`src/rtl/ifetch_mem_responder_if.sv`:
```
`default_nettype none
// ============================================================================
// Module      : ifetch_mem_responder_if
// Description : Bundle of the fetch-request side (cache asking/addr,
//               data/data_ready, flush, busy) and the byte-wide RAM side
//               (mem_a, mem_wr, mem_din) of the instruction-fetch responder.
//               slave  : the responder itself.
//               master : the cache/RAM environment around it.
// Ports       : req, req_addr, flush, mem_din         -> responder
//               mem_a, mem_wr, data, data_ready, busy -> environment
// Revision    : 1.0 - initial release
// ============================================================================
interface ifetch_mem_responder_if #(
    parameter int ADDR_W = 17
);
    logic              req;
    logic [31:0]       req_addr;
    logic              flush;
    logic [7:0]        mem_din;
    logic [ADDR_W-1:0] mem_a;
    logic              mem_wr;
    logic [31:0]       data;
    logic              data_ready;
    logic              busy;

    modport slave (
        input  req, req_addr, flush, mem_din,
        output mem_a, mem_wr, data, data_ready, busy
    );

    modport master (
        output req, req_addr, flush, mem_din,
        input  mem_a, mem_wr, data, data_ready, busy
    );
endinterface
`default_nettype wire

```
`src/rtl/ifetch_mem_responder.sv`:
```
`default_nettype none
// ============================================================================
// Module      : ifetch_mem_responder
// Description : Memory-side responder for instruction fetch. On a one-cycle
//               request it walks a byte-wide synchronous RAM one byte per
//               cycle and returns a 16-bit compressed or a 32-bit instruction
//               with a one-cycle data_ready pulse. flush aborts a fetch.
// Ports       : clk, rst (sync, active-high)
//               bus (slave modport): req/req_addr/flush in, mem_a/mem_wr out,
//               mem_din in, data/data_ready/busy out.
// Revision    : 1.0 - initial release
// ============================================================================
module ifetch_mem_responder #(
    parameter int ADDR_W = 17
) (
    input  wire logic               clk,
    input  wire logic               rst,
    ifetch_mem_responder_if.slave   bus
);
    localparam logic [1:0] S_IDLE = 2'd0;
    localparam logic [1:0] S_WAIT = 2'd1;
    localparam logic [1:0] S_RD   = 2'd2;

    logic [1:0]        r_state;
    logic [1:0]        w_next_state;
    logic [1:0]        r_idx;
    logic [31:0]       r_buf;
    logic [ADDR_W-1:0] r_a;
    logic [ADDR_W-1:0] r_mem_a;
    logic [31:0]       r_data;
    logic              r_data_ready;
    logic              w_busy;
    logic              w_compressed;
    logic              w_done;
    logic              w_unused;

    // Upper request-address bits are beyond the RAM and simply dropped.
    assign w_unused = ^bus.req_addr[31:ADDR_W];

    // At idx=1 the low byte is already in the buffer, so its two LSBs tell
    // whether this is a 16-bit instruction. idx=3 always completes.
    assign w_compressed = (r_idx == 2'd1) && (r_buf[1:0] != 2'b11);
    assign w_done       = w_compressed || (r_idx == 2'd3);

    // ---------------- state register ----------------
    always_ff @(posedge clk) begin
        if (rst) begin
            r_state <= S_IDLE;
        end else begin
            r_state <= w_next_state;
        end
    end

    // ---------------- next-state logic ----------------
    always_comb begin
        w_next_state = r_state;
        if (bus.flush) begin
            w_next_state = S_IDLE;
        end else begin
            case (r_state)
                S_IDLE:  if (bus.req) w_next_state = S_WAIT;
                S_WAIT:  w_next_state = S_RD;
                S_RD:    if (w_done) w_next_state = S_IDLE;
                default: w_next_state = S_IDLE;
            endcase
        end
    end

    // ---------------- output logic ----------------
    // Derived only from the state register, so busy carries no input path.
    always_comb begin
        w_busy = (r_state != S_IDLE);
    end

    // ---------------- datapath ----------------
    always_ff @(posedge clk) begin
        if (rst) begin
            r_idx        <= 2'd0;
            r_buf        <= 32'h0;
            r_a          <= '0;
            r_mem_a      <= '0;
            r_data       <= 32'h0;
            r_data_ready <= 1'b0;
        end else begin
            r_data_ready <= 1'b0;
            if (bus.flush) begin
                r_idx <= 2'd0;
            end else begin
                case (r_state)
                    S_IDLE: begin
                        if (bus.req) begin
                            r_a     <= bus.req_addr[ADDR_W-1:0];
                            r_mem_a <= bus.req_addr[ADDR_W-1:0];
                        end
                    end
                    S_WAIT: begin
                        r_mem_a <= r_a + ADDR_W'(1);
                        r_idx   <= 2'd0;
                    end
                    S_RD: begin
                        r_buf[{r_idx, 3'b000} +: 8] <= bus.mem_din;
                        if (w_compressed) begin
                            // Final byte comes straight from the RAM port.
                            r_data       <= {16'h0, bus.mem_din, r_buf[7:0]};
                            r_data_ready <= 1'b1;
                        end else if (r_idx == 2'd3) begin
                            r_data       <= {bus.mem_din, r_buf[23:0]};
                            r_data_ready <= 1'b1;
                        end else begin
                            // Address runs one byte ahead of the capture.
                            r_mem_a <= r_a + ADDR_W'(r_idx) + ADDR_W'(2);
                            r_idx   <= r_idx + 2'd1;
                        end
                    end
                    default: begin
                        r_idx <= 2'd0;
                    end
                endcase
            end
        end
    end

    assign bus.mem_a      = r_mem_a;
    assign bus.mem_wr     = 1'b0;
    assign bus.data       = r_data;
    assign bus.data_ready = r_data_ready;
    assign bus.busy       = w_busy;
endmodule
`default_nettype wire

```
`src/flat_wrapper.sv`:
```
// flat-port wrapper written by rule: the top's interface ports become plain ports
module ifetch_mem_responder_flat 
#(
    parameter int ADDR_W = 17
)
  (clk, rst, bus_req, bus_req_addr, bus_flush, bus_mem_din, bus_mem_a, bus_mem_wr, bus_data, bus_data_ready, bus_busy);
  ifetch_mem_responder_if #(.ADDR_W(ADDR_W)) bus_i ();
  input  wire logic clk;
  input  wire logic rst;
  input wire logic [$bits(bus_i.req)-1:0] bus_req;
  input wire logic [$bits(bus_i.req_addr)-1:0] bus_req_addr;
  input wire logic [$bits(bus_i.flush)-1:0] bus_flush;
  input wire logic [$bits(bus_i.mem_din)-1:0] bus_mem_din;
  output wire logic [$bits(bus_i.mem_a)-1:0] bus_mem_a;
  output wire logic [$bits(bus_i.mem_wr)-1:0] bus_mem_wr;
  output wire logic [$bits(bus_i.data)-1:0] bus_data;
  output wire logic [$bits(bus_i.data_ready)-1:0] bus_data_ready;
  output wire logic [$bits(bus_i.busy)-1:0] bus_busy;
  assign bus_i.req = bus_req;
  assign bus_i.req_addr = bus_req_addr;
  assign bus_i.flush = bus_flush;
  assign bus_i.mem_din = bus_mem_din;
  assign bus_mem_a = bus_i.mem_a;
  assign bus_mem_wr = bus_i.mem_wr;
  assign bus_data = bus_i.data;
  assign bus_data_ready = bus_i.data_ready;
  assign bus_busy = bus_i.busy;
  ifetch_mem_responder #(.ADDR_W(ADDR_W)) u_core (.clk(clk), .rst(rst), .bus(bus_i));
endmodule
```
`config.mk`:
```
export PLATFORM = sky130hd
export DESIGN_NAME = ifetch_mem_responder_flat
export DESIGN_NICKNAME = d
export VERILOG_FILES = /design/src/rtl/ifetch_mem_responder_if.sv /design/src/rtl/ifetch_mem_responder.sv /design/src/flat_wrapper.sv
export SDC_FILE = /design/constraint.sdc
export NUM_CORES = 1
export LEC_CHECK = 0
export BUFFER_PORTS_ARGS = -buffer_cell sky130_fd_sc_hd__clkbuf_2
export CAP_MARGIN = 20
export CORE_MARGIN = 5
export CORE_UTILIZATION = 59
export DETAILED_ROUTE_END_ITERATION = 8
export PLACE_DENSITY = 0.85
export RECOVER_POWER = 25
export SYNTH_ARGS = -nofsm -noshare
export SYNTH_HDL_FRONTEND = slang
export SYNTH_SLANG_ARGS = --single-unit
```
`constraint.sdc`:
```
create_clock -name clk -period 8.1 [get_ports clk]
set_clock_uncertainty 0.15 [all_clocks]
set_input_delay 0.81 -clock clk [delete_from_list [all_inputs] [get_ports clk]]
set_output_delay 0.81 -clock clk [all_outputs]
set_load 0.1 [all_outputs]
```
* Word level (Yosys, flattened, before mapping)
Index checks and enable logic that the tools add are counted.
Operators by class: add/subtract/negate cells 5, multipliers 0, divide/modulo/power cells 0, magnitude comparators 0, equality and inequality tests 9, shift-type cells 2, mux-type cells 15, bitwise gates (word level) 3, reductions and logical operators 14
Operators by type and width (number):
- 2-to-1 mux 32 bit | 2
- 2-to-1 mux 17 bit | 3
- case mux 17 bit (3 select lines) | 1
- bitwise mux 32 bit | 1
- variable shift 8 x 7 -> 32 bit, first input constant | 1
- variable part select 8 x 7 -> 32 bit | 1
- adder 17 x 1 -> 17 bit, second input constant | 1
- adder 17 x 2 -> 17 bit | 1
- adder 17 x 2 -> 17 bit, second input constant | 1
- AND reduction 3 bit | 3
- 2-to-1 mux 2 bit | 4
- != test 2 bit, second input constant | 4
- negator 5 -> 7 bit | 1
- case mux 2 bit (3 select lines) | 1
- AND reduction 5 bit | 1
- == test 2 x 1 -> 1 bit, second input constant | 2
- == test 2 bit, second input constant | 2
- case mux 2 bit (2 select lines) | 1
- AND reduction 2 bit | 2
- nonzero test 2 bit | 2
- inverter 1 bit | 3
- nonzero test 3 bit | 1
- OR reduction 3 bit | 1
- adder 2 x 1 -> 2 bit, second input constant | 1
- 6 further kinds | 7
Word-level totals: flip-flop bits (word level) 103, bits in latches 0, memory bits (writable) 0, ROM bits 0, input port bits 44, output and inout bits 52, memories kept 0

* Depth between registers and ports, before layout
depth in word-level cells 5, gate-level depth with buffers 11

* Worst setup path after synthesis
Ideal clock, no wire load.
path kind register to register, from register u_core.r_idx[1], to register u_core.r_mem_a[15] (netlist: u_core.bus.mem_a[15]), arrival time 2.339 ns, data required time 7.855 ns, setup slack 5.515 ns, stages on the path, launching flop included 12, period minus slack after synthesis 2.585 ns, path through dfxtp_1 inv_1 ha_1 inv_1 ha_1 inv_1 fa_1 nand4b_1 nor4_2 mux2i_1 a211oi_2 a221oi_1
On the way: longest elaborated chain between the ends 5
Ends and longest elaborated chain:
- start: declaration | RTL line ifetch_mem_responder.sv:26 | logic [1:0] r_idx;
- start signal: assignment | RTL line ifetch_mem_responder.sv:112 | r_idx <= r_idx + 2'd1;
- adder 17 x 2 -> 17 bit (2 in a row) | RTL line ifetch_mem_responder.sv:111 | r_mem_a <= r_a + ADDR_W'(r_idx) + ADDR_W'(2);
- 2-to-1 mux 17 bit | RTL line ifetch_mem_responder.sv:106 | end else if (r_idx == 2'd3) begin
- 2-to-1 mux 17 bit | RTL line ifetch_mem_responder.sv:102 | if (w_compressed) begin
- case mux 17 bit (3 select lines) | RTL line ifetch_mem_responder.sv:89 | case (r_state)
- end signal: assignment | RTL line ifetch_mem_responder.sv:93 | r_mem_a <= bus.req_addr[ADDR_W-1:0];
- end signal: assignment | RTL line ifetch_mem_responder.sv:97 | r_mem_a <= r_a + ADDR_W'(1);
- end signal: assignment | RTL line ifetch_mem_responder.sv:111
- end: declaration | RTL line ifetch_mem_responder.sv:29 | logic [ADDR_W-1:0] r_mem_a;
Several ways; a longest one is shown, not always the timed one. The select of a mux whose other input is x is not followed. A chain may end at the register's enable or synchronous reset.

* Final worst setup path
from register u_core.r_state[0], to register u_core.r_mem_a[14] (netlist: u_core.bus.mem_a[14])
On the way: longest elaborated chain between the ends 3
Ends and longest elaborated chain:
- start: declaration | RTL line ifetch_mem_responder.sv:24 | logic [1:0] r_state;
- start signal: assignment | RTL line ifetch_mem_responder.sv:50 | r_state <= w_next_state;
- == test 2 bit (tied with other cells) | RTL line ifetch_mem_responder.sv:89
- != test 2 bit (no source line) or nonzero test 3 bit (tied branches)
- AND reduction 5 bit (no source line)
Several ways; a longest one is shown, not always the timed one.

==> impl_metrics.json <==
{
  "die_h_um": 98.8,
  "clk_latency_ns": 0.37,
  "grt_max_degree": 102,
  "synthesis.area_um2": 4650,
  "synth_nets": 619,
  "critPathCapture": "u_core.bus.mem_a[14]",
  "crit_arrival_ns": 3.26,
  "drv_slew": 0,
  "synth_cell_type_count": 58,
  "clkPwrFrac_pct": 36.3,
  "r2r_end": "u_core.bus.mem_a[14]",
  "antenna_found_initial": 0,
  "path_class": "reg -> reg",
  "power.switching_w": 0.000295,
  "seqPwrFrac_pct": 51.3,
  "ys.flop_type": "dfxtp_1",
  "outcome": "complete, no violations",
  "fin_crit_sh_pct": 39.4,
  "place_congestion": 0.879,
  "min_path_type": "reg -> reg",
  "crit_start": "u_core.r_state[0]",
  "antenna_left": 0,
  "fin_crit_ns": 3.19,
  "cap_viol_max_count": 0,
  "dpl.hpwl_mm": 8.00,
  "ys_seq_elements": 95,
  "drt_wl_total_mm": 12.0,
  "worstMarginPinSlew_ns": 1.22,
  "power_frac_comb_pct": 12.4,
  "crit_path_start_kind": "register",
  "postLayoutCoreUtil_pct": 67.6,
  "firstDrtPassIters": 5,
  "cts_inserted_buffers": 9,
  "htreeDepth": 3,
  "cts_root_buf": "clkbuf_8",
  "rows": 32,
  "io_pins": 96,
  "holdPathStages": 2,
  "area_growth_pct": 11.7,
  "grt_pass1_vias": 4262,
  "die_w_um": 98.8,
  "final_area_um2": 5200,
  "grt_overflow_total": 0,
  "synth_area_leaders": "dfxtp_1, nand2_1, a21oi_1",
  "end_kind": "register",
  "cts.sinks": 95,
  "slew-limit-headroom_pct": 18.2,
  "viasPerCell": 6.08,
  "p_int_w": 0.000657,
  "cts_tree": "yes",
  "synth_cells": 560,
  "rr_startpoint": "u_core.r_state[0]",
  "yosysTopAreaCellShare_pct": 40.9,
  "clockBufferDepth": 2,
  "core_um2": 7690,
  "rsz0062_at_grt": "false",
  "placed_cell_area_um2": 5000,
  "final_nets": 669,
  "p_per_area_nw_per_um2": 183,
  "synth_edf_count": 0,
  "n_antenna_cell": 0,
  "wl_per_cell_um": 16.7,
  "reg2reg_slack_ns": 4.91,
  "postSynth.asyncResetShare_pct": 0,
  "cts_resized": 0,
  "yosys_warnings": 0,
  "hold_buffers": 0,
  "peakVddDrop_uv": 102,
  "setup_tns_ns": 0,
  "swShare_pct": 31.0,
  "finalSetupViolCount": 0,
  "fmax_mhz": 313,
  "io_buffer_count": 79,
  "syn_avg_cell_area_um2": 8.31,
  "vias": 4362,
  "hold_viol_final": 0,
  "drt-initial-drc-count": 389,
  "yosysSeqAreaShare_pct": 40.9,
  "dieArea_um2": 9760,
  "crit_required_ns": 8.17,
  "cts_setup_buffers": 0,
  "grt_usage_pct": 24.9,
  "p_leak_nw": 1.93,
  "cp_max_fo": 21,
  "start_util_pct": 60.5,
  "drive_gt1_share_pct": 16.1,
  "reg2regPathDepth": 7,
  "drc": 0,
  "grt_pass1_wl_mm": 20.3,
  "yosysTopAreaCell": "dfxtp_1",
  "clk_pin_slew_worst_paths_ns": 0.11
}
[placed cells by master, fill, tap and decap left out, types with 3 or more instances in the layout]
master    instances
nor2_1           52
nand3_1          19
nor4b_4           3
a311oi_1          9
nor4_2            3
nor3_1           15
o21ai_1           3
o41ai_2           5
inv_8             3
nand2_1         106
nand4_1           3
nand3b_1          7
a211oi_1          5
mux2i_1           3
a221oi_1          9
clkbuf_2         58
nor4_1            5
inv_1            15
o211ai_1          7
a21oi_1          53
a22oi_1          25
dfxtp_1          95
clkbuf_8          9
clkbuf_1         21
o21ai_0           9
xor2_1           13
ha_1             14
[per-layer routing]
layer  global-route usage (%)  vias up  share of wire (%)
li1                         -     2080                  -
met1                     34.2     2061                 45
met2                     38.3      190                 45
met3                     5.17       31                7.7
met4                     9.98        0                2.2
met5                        0        -                  0
[state kept, by name, summed over array words and instances, names as in the netlist]
name / cells
u_core.bus.data: 32
u_core.bus.data_ready: 1
u_core.bus.mem_a: 17
u_core.r_a: 17
u_core.r_buf: 24
u_core.r_idx: 2
u_core.r_state: 2
[worst min path at each step]
stage | startpoint | to
global route | u_core.bus.data[22] | u_core.bus.data[22]
global placement | u_core.bus.mem_a[2] | u_core.bus.mem_a[2]
CTS | u_core.bus.data[19] | u_core.bus.data[19]
detailed placement | u_core.bus.data[19] | u_core.bus.data[19]
floorplan | u_core.r_buf[4] | u_core.bus.data[4]
finish | u_core.bus.data[19] | u_core.bus.data[19]
[power by group through the flow]
stage | Combinational [W] | Clock, W | Sequential [W]
after floorplan | 0.0000556 | 0 | 0.000533
after global routing | 0.000126 | 0.000368 | 0.000490
after CTS | 0.000118 | 0.000346 | 0.000488
after global placement | 0.000116 | 0 | 0.000498
after detailed placement | 0.000118 | 0 | 0.000499
final | 0.000118 | 0.000345 | 0.000488
[logic make-up (layout without fill, tap and decap cells)]
logic type	after synthesis	count (layout)	share of synthesized area (%)
multiplexers	4	4	0.888
adder cells (fa/ha/maj)	15	15	4.20
buffers and inverters	59	114	5.41
flip-flops	95	95	40.9
AO/OA/AOI/OAI	144	144	21.7
other	1	1	0.0806
AND/OR/NAND/NOR	229	229	24.4
XOR/XNOR	13	13	2.45
[through the flow]
step / total power, W / std cells / setup slack [ns] / hold WS (ns)
2_1_floorplan: 0.000589 / 560 / 5.52 / 0.282
5_1_grt: 0.000983 / 717 / 4.72 / 0.326
3_3_place_gp: 0.000614 / 700 / 5.04 / 0.288
6_report: 0.000951 / 717 / 4.91 / 0.307
3_5_place_dp: 0.000617 / 700 / 4.99 / 0.293
4_1_cts: 0.000952 / 716 / 4.97 / 0.308
[critical path: stages, from the launching register on]
cell and delay, ns:
dfxtp_1 0.38, inv_1 0.08, ha_1 0.80, mux2i_1 0.21
a211oi_2 0.90, o21ai_1 0.16, a221oi_1 0.30, nor4_2 0.06
[synth_stat cells, types with 2 or more instances]
| cell | number |
|---|---|
| nand2_1 | 106 |
| dfxtp_1 | 95 |
| a21oi_1 | 53 |
| nor2_1 | 53 |
| a22oi_1 | 25 |
| clkbuf_1 | 25 |
| nand3_1 | 19 |
| buf_2 | 15 |
| nor3_1 | 15 |
| ha_1 | 14 |
| inv_1 | 14 |
| xor2_1 | 13 |
| a221oi_1 | 9 |
| a311oi_1 | 9 |
| o21ai_0 | 9 |
| nand3b_1 | 7 |
| o211ai_1 | 7 |
| a211oi_1 | 5 |
| nor4_1 | 5 |
| o41ai_2 | 5 |
| mux2i_1 | 3 |
| nand4_1 | 3 |
| nor4_2 | 3 |
| nor4b_4 | 3 |
| o21ai_1 | 3 |
| a211oi_2 | 2 |
| a21boi_0 | 2 |
| a31oi_1 | 2 |
| inv_2 | 2 |
| nand2b_1 | 2 |
| nand4_4 | 2 |
| o221ai_1 | 2 |
| o22a_1 | 2 |
| or3_1 | 2 |
[final cells by class]
type / instances / area, um^2
Timing Repair Buffer: 82 / 389
Tap cell: 102 / 128
Clock buffer: 9 / 124
Fill cell: 663 / 2490
Multi-Input combinational cell: 406 / 2500
Clock inverter: 7 / 97.6
Sequential cell: 95 / 1900
Inverter: 16 / 60.1
Note: power is estimated with default switching activity, not from simulation.
